[src/rtl/alu_pkg.sv]
// Shared ALU encodings: opcodes, mux select codes, sequencer states and the decode function.
// The mux reuses the select constants so both sides agree on the encoding.
package alu_pkg;

  localparam int unsigned CntW = 4;

  localparam logic [2:0] OP_ADD     = 3'd0;
  localparam logic [2:0] OP_SUB     = 3'd1;
  localparam logic [2:0] OP_AND     = 3'd2;
  localparam logic [2:0] OP_OR      = 3'd3;
  localparam logic [2:0] OP_XOR     = 3'd4;
  localparam logic [2:0] OP_SHL     = 3'd5;
  localparam logic [2:0] OP_MUL     = 3'd6;
  localparam logic [2:0] OP_ILLEGAL = 3'd7;

  // 3'b010 is deliberately unused on the mux select.
  localparam logic [2:0] SEL_IN1 = 3'b000;
  localparam logic [2:0] SEL_IN2 = 3'b001;
  localparam logic [2:0] SEL_IN3 = 3'b011;
  localparam logic [2:0] SEL_IN4 = 3'b100;
  localparam logic [2:0] SEL_IN5 = 3'b110;
  localparam logic [2:0] SEL_IN6 = 3'b101;
  localparam logic [2:0] SEL_IN7 = 3'b111;

  typedef enum logic [1:0] {
    StIdle,
    StExec,
    StResp
  } seq_state_e;

  function automatic logic [2:0] op_to_sel(input logic [2:0] op);
    logic [2:0] sel;
    unique case (op)
      OP_ADD:  sel = SEL_IN1;
      OP_SUB:  sel = SEL_IN2;
      OP_AND:  sel = SEL_IN3;
      OP_OR:   sel = SEL_IN4;
      OP_XOR:  sel = SEL_IN5;
      OP_SHL:  sel = SEL_IN6;
      OP_MUL:  sel = SEL_IN7;
      default: sel = SEL_IN1;
    endcase
    return sel;
  endfunction

endpackage

[src/rtl/alu_op_sequencer.sv]
// Request/response sequencer in front of the 7:1 ALU result mux: decodes the opcode to a
// held select, waits out the unit latency, then registers and presents the mux output.
module alu_op_sequencer
  import alu_pkg::*;
#(
  parameter int unsigned size    = 8,
  parameter int unsigned MUL_LAT = 4
) (
  input  logic            clk,
  input  logic            rst_n,
  input  logic            req_valid,
  output logic            req_ready,
  input  logic [2:0]      req_op,
  output logic [2:0]      sel,
  output logic            mul_start,
  input  logic [size-1:0] mux_out,
  output logic            rsp_valid,
  input  logic            rsp_ready,
  output logic [size-1:0] rsp_data,
  output logic            rsp_err
);

  localparam logic [CntW-1:0] MulLoad = CntW'(MUL_LAT - 1);

  seq_state_e      state_q, state_d;
  logic [CntW-1:0] cnt_q, cnt_d;
  logic [2:0]      sel_q, sel_d;
  logic            mul_start_q, mul_start_d;
  logic            rsp_valid_q, rsp_valid_d;
  logic [size-1:0] rsp_data_q, rsp_data_d;
  logic            rsp_err_q, rsp_err_d;

  always_comb begin
    state_d     = state_q;
    cnt_d       = cnt_q;
    sel_d       = sel_q;
    mul_start_d = 1'b0;
    rsp_valid_d = rsp_valid_q;
    rsp_data_d  = rsp_data_q;
    rsp_err_d   = rsp_err_q;

    unique case (state_q)
      StIdle: begin
        if (req_valid) begin
          if (req_op == OP_ILLEGAL) begin
            // Illegal ops skip execution; sel keeps the last legal decode.
            rsp_data_d  = '0;
            rsp_err_d   = 1'b1;
            rsp_valid_d = 1'b1;
            state_d     = StResp;
          end else begin
            sel_d       = op_to_sel(req_op);
            cnt_d       = (req_op == OP_MUL) ? MulLoad : '0;
            mul_start_d = (req_op == OP_MUL);
            state_d     = StExec;
          end
        end
      end
      StExec: begin
        if (cnt_q != '0) begin
          cnt_d = cnt_q - {{(CntW-1){1'b0}}, 1'b1};
        end else begin
          rsp_data_d  = mux_out;
          rsp_err_d   = 1'b0;
          rsp_valid_d = 1'b1;
          state_d     = StResp;
        end
      end
      StResp: begin
        if (rsp_ready) begin
          rsp_valid_d = 1'b0;
          state_d     = StIdle;
        end
      end
      default: state_d = StIdle;
    endcase
  end

  always_ff @(posedge clk or negedge rst_n) begin
    if (!rst_n) begin
      state_q     <= StIdle;
      cnt_q       <= '0;
      sel_q       <= SEL_IN1;
      mul_start_q <= 1'b0;
      rsp_valid_q <= 1'b0;
      rsp_data_q  <= '0;
      rsp_err_q   <= 1'b0;
    end else begin
      state_q     <= state_d;
      cnt_q       <= cnt_d;
      sel_q       <= sel_d;
      mul_start_q <= mul_start_d;
      rsp_valid_q <= rsp_valid_d;
      rsp_data_q  <= rsp_data_d;
      rsp_err_q   <= rsp_err_d;
    end
  end

  assign req_ready = (state_q == StIdle);
  assign sel       = sel_q;
  assign mul_start = mul_start_q;
  assign rsp_valid = rsp_valid_q;
  assign rsp_data  = rsp_data_q;
  assign rsp_err   = rsp_err_q;

endmodule

[config.mk]
export PLATFORM = sky130hd
export DESIGN_NAME = alu_op_sequencer
export DESIGN_NICKNAME = d
export VERILOG_FILES = /design/src/rtl/alu_pkg.sv /design/src/rtl/alu_op_sequencer.sv
export SDC_FILE = /design/constraint.sdc
export NUM_CORES = 1
export LEC_CHECK = 0
export ABC_AREA = 1
export CAP_MARGIN = 30
export CORE_MARGIN = 10
export CORE_UTILIZATION = 42
export CTS_BUF_LIST = sky130_fd_sc_hd__clkbuf_8
export CTS_CLUSTER_DIAMETER = 40
export DETAILED_ROUTE_END_ITERATION = 10
export GPL_ROUTABILITY_DRIVEN = 1
export PLACE_DENSITY = 0.77
export SKIP_CTS_REPAIR_TIMING = 1
export SLEW_MARGIN = 0
export SYNTH_ARGS = -nofsm -noshare
export SYNTH_HDL_FRONTEND = slang
export SYNTH_SLANG_ARGS = --single-unit
[constraint.sdc]
create_clock -name clk -period 1.1 [get_ports clk]
set_input_delay 0.165 -clock clk [delete_from_list [all_inputs] [get_ports clk]]
set_output_delay 0.165 -clock clk [all_outputs]
set_load 0.1 [all_outputs]
==> flow_metrics.env <==
export IMPL_gp_congestion=0.844
export IMPL_fin_crit_ps=1370
export IMPL_dp_hpwl_um=2220
export IMPL_port_buffers=29
export IMPL_ys_seq_area_share_pct=53.3
export IMPL_path_class="reg2reg"
export IMPL_hold_viol=0
export IMPL_worst_r2r_path_depth=4
export IMPL_reg2reg_from="state_q[1]$_DFFE_PN0P_"
export IMPL_worstPathArrival_ps=1490
export IMPL_io_pins=30
export IMPL_cp_startpoint="state_q[1]$_DFFE_PN0P_"
export IMPL_path_clk_slew_ps=80
export IMPL_start_kind="flip-flop"
export IMPL_critical_path_max_fanout=3
export IMPL_crit_path_frequent_cell="buf_4"
export IMPL_die_area_mm2=0.00453
export IMPL_syn_nets=127
export IMPL_crit_required_ps=1220
export IMPL_skew_ps=9.74
export IMPL_grt_pass1_vias=1023
export IMPL_period_share_pct=124
export IMPL_cts_tree="done"
export IMPL_avgSynthCellArea_um2=8.53
export IMPL_firstDrtPassIters=4
export IMPL_cp_cell_sequence="inv_2 > buf_4 > buf_4 > o31ai_1"
export IMPL_setup_violations=20
export IMPL_ff2ff_setup_slack_ps=-270
export IMPL_synth_cell_types=20
export IMPL_max_freq_mhz=732
export IMPL_status="finished, violations left"
export IMPL_netlist_instances=110
export IMPL_grt_max_degree=21
export IMPL_die_w_um=67.3
export IMPL_drv_slew=0
export IMPL_track_usage_pct=13.5
export IMPL_grt_pass1_wl_um=4710
export IMPL_relSlewSlack_pct=72.8
export IMPL_diodes=0
export IMPL_grt_antenna_before_repair=0
export IMPL_drc_errors=0
export IMPL_cts_buffers=3
export IMPL_synth_cell_area_um2=938
export IMPL_wire_per_inst_um=17.1
export IMPL_pre_cts_ws_ps=-335
export IMPL_htree_num_levels=1
export IMPL_rows=17
export IMPL_cap_violations=0
export IMPL_clockRootBuffer="clkbuf_8"
export IMPL_layout_cells_non_filler=198
export IMPL_final_util_pct=84.0
export IMPL_drive_above_1_share_pct=45.3
export IMPL_dp_cells=187
export IMPL_max_stage_delay_ps=490
export IMPL_drtIter0Drc=70
export IMPL_initial_utilization_pct=43.3
export IMPL_clock_latency_ps=260
export IMPL_ant_nets=0
export IMPL_clock_path_buffers=2
export IMPL_tightest_slew_ps=405
export IMPL_fin_nets=188
export IMPL_chipHeight_um=67.3
export IMPL_hold_class="in2async"
export IMPL_clock_sinks=20
export IMPL_yosysWarnings=0
export IMPL_rr_endpoint="state_q[1]$_DFFE_PN0P_"
export IMPL_core_mm2=0.00217
export IMPL_violations="setup timing"
export IMPL_num_vias=989
export IMPL_endpoint_kind="flip-flop"
export IMPL_setup_slack_ps=-266
export IMPL_wirelength_um=3380
export IMPL_slowest_stage="dfrtp_1"
export IMPL_grt_overflow=0
export IMPL_area_delta_synth_final_pct=94.1
export IMPL_vias_per_cell=4.99
export IMPL_synth_seq_cells=20
export IMPL_rsz0062_at_grt="yes"
## stage by stage
step / hold slack, ps / TNS, ps / cell area [um2]
floorplan: -131 / -3660 / 981
global placement: 505 / -4300 / 1620
detailed placement: 514 / -5250 / 1620
CTS: 268 / -2170 / 1660
global route: 268 / -4010 / 1820
finish: 254 / -2860 / 1820
## Yosys cell counts
master,n,area share (%)
nand2_1,39,16
dfrtp_1,20,53
inv_1,10,4.0
nand3_1,7,3.7
nor2_1,6,2.4
a21oi_1,4,2.1
inv_2,3,1.2
o21ai_0,3,1.6
ha_1,2,2.7
nand2_2,2,1.3
nand3_2,2,2.1
nor2_2,2,1.3
o21ai_1,2,1.1
xnor2_1,2,1.9
a21oi_2,1,0.93
buf_6,1,1.2
nand2_4,1,1.2
nor4_1,1,0.67
o21a_1,1,0.80
o31ai_1,1,0.80
## worst max-delay path, delay by kind of cell, from the launching register on
family,cells,cell delay [ps]
compound gates,1,390
flops,1,490
buf+inv,3,350
## worst max path at each step
stage                              endpoint  slack (ps)  cells after the start
finish               state_q[1]$_DFFE_PN0P_        -270                      4
global route         state_q[1]$_DFFE_PN0P_        -300                      4
CTS                               req_ready        -270                      3
detailed placement  rsp_data[4]$_DFFE_PN0P_        -330                      5
global placement    rsp_data[1]$_DFFE_PN0P_        -250                      5
floorplan                sel[2]$_DFFE_PN0P_        -410                      5
## kinds of logic after synthesis
family	count (synthesis)	share of synthesized area, %
buf+inv	14	6.40
xor+xnor	2	1.87
simple gates	60	28.4
compound gates	12	7.33
fa+ha+maj	2	2.67
flops	20	53.3
## layout make-up
| cell class | instances | area, um2 |
|---|---|---|
| fill | 117 | 348 |
| timing repair buffer | 56 | 689 |
| multi-input combinational | 77 | 495 |
| clock inverter | 1 | 3.75 |
| sequential | 20 | 505 |
| inverter | 13 | 51.3 |
| tap | 28 | 35.0 |
| clock buffer | 3 | 41.3 |
## metal layers
layer,share of wire [%],track usage (%),up-vias
met5,0,0,-
met4,2.3,4.62,0
met3,5.9,3.97,12
met2,55,25.6,46
met1,37,13.7,464
li1,-,-,467
## state kept, by name, indices dropped and copies added (netlist names)
signal,flops
cnt_q,4
mul_start,1
rsp_data,8
rsp_err,1
rsp_valid,1
sel,3
state_q,2
## layout by cell type, fill, tap and decap left out, types with 2 or more instances in the layout
cell             Yosys  final
nand3_4              0      3
nand2_2              2      8
clkdlybuf4s50_1      0     14
nand2_4              1      2
nor2_4               0      2
clkbuf_8             0      3
nand2_1             39     31
a21oi_1              4      3
nor2_1               6      5
nand3_1              7      7
dfrtp_1             20     16
buf_6                1      9
dfrtp_2              0      4
buf_12               0     16
a21oi_2              1      2
inv_1               10      8
xnor2_1              2      2
buf_4                0     17
o21ai_1              2      4
inv_2                3      5
Power is not shown: default switching activity piles up to over one toggle a cycle in this logic, so the estimate is an artifact.
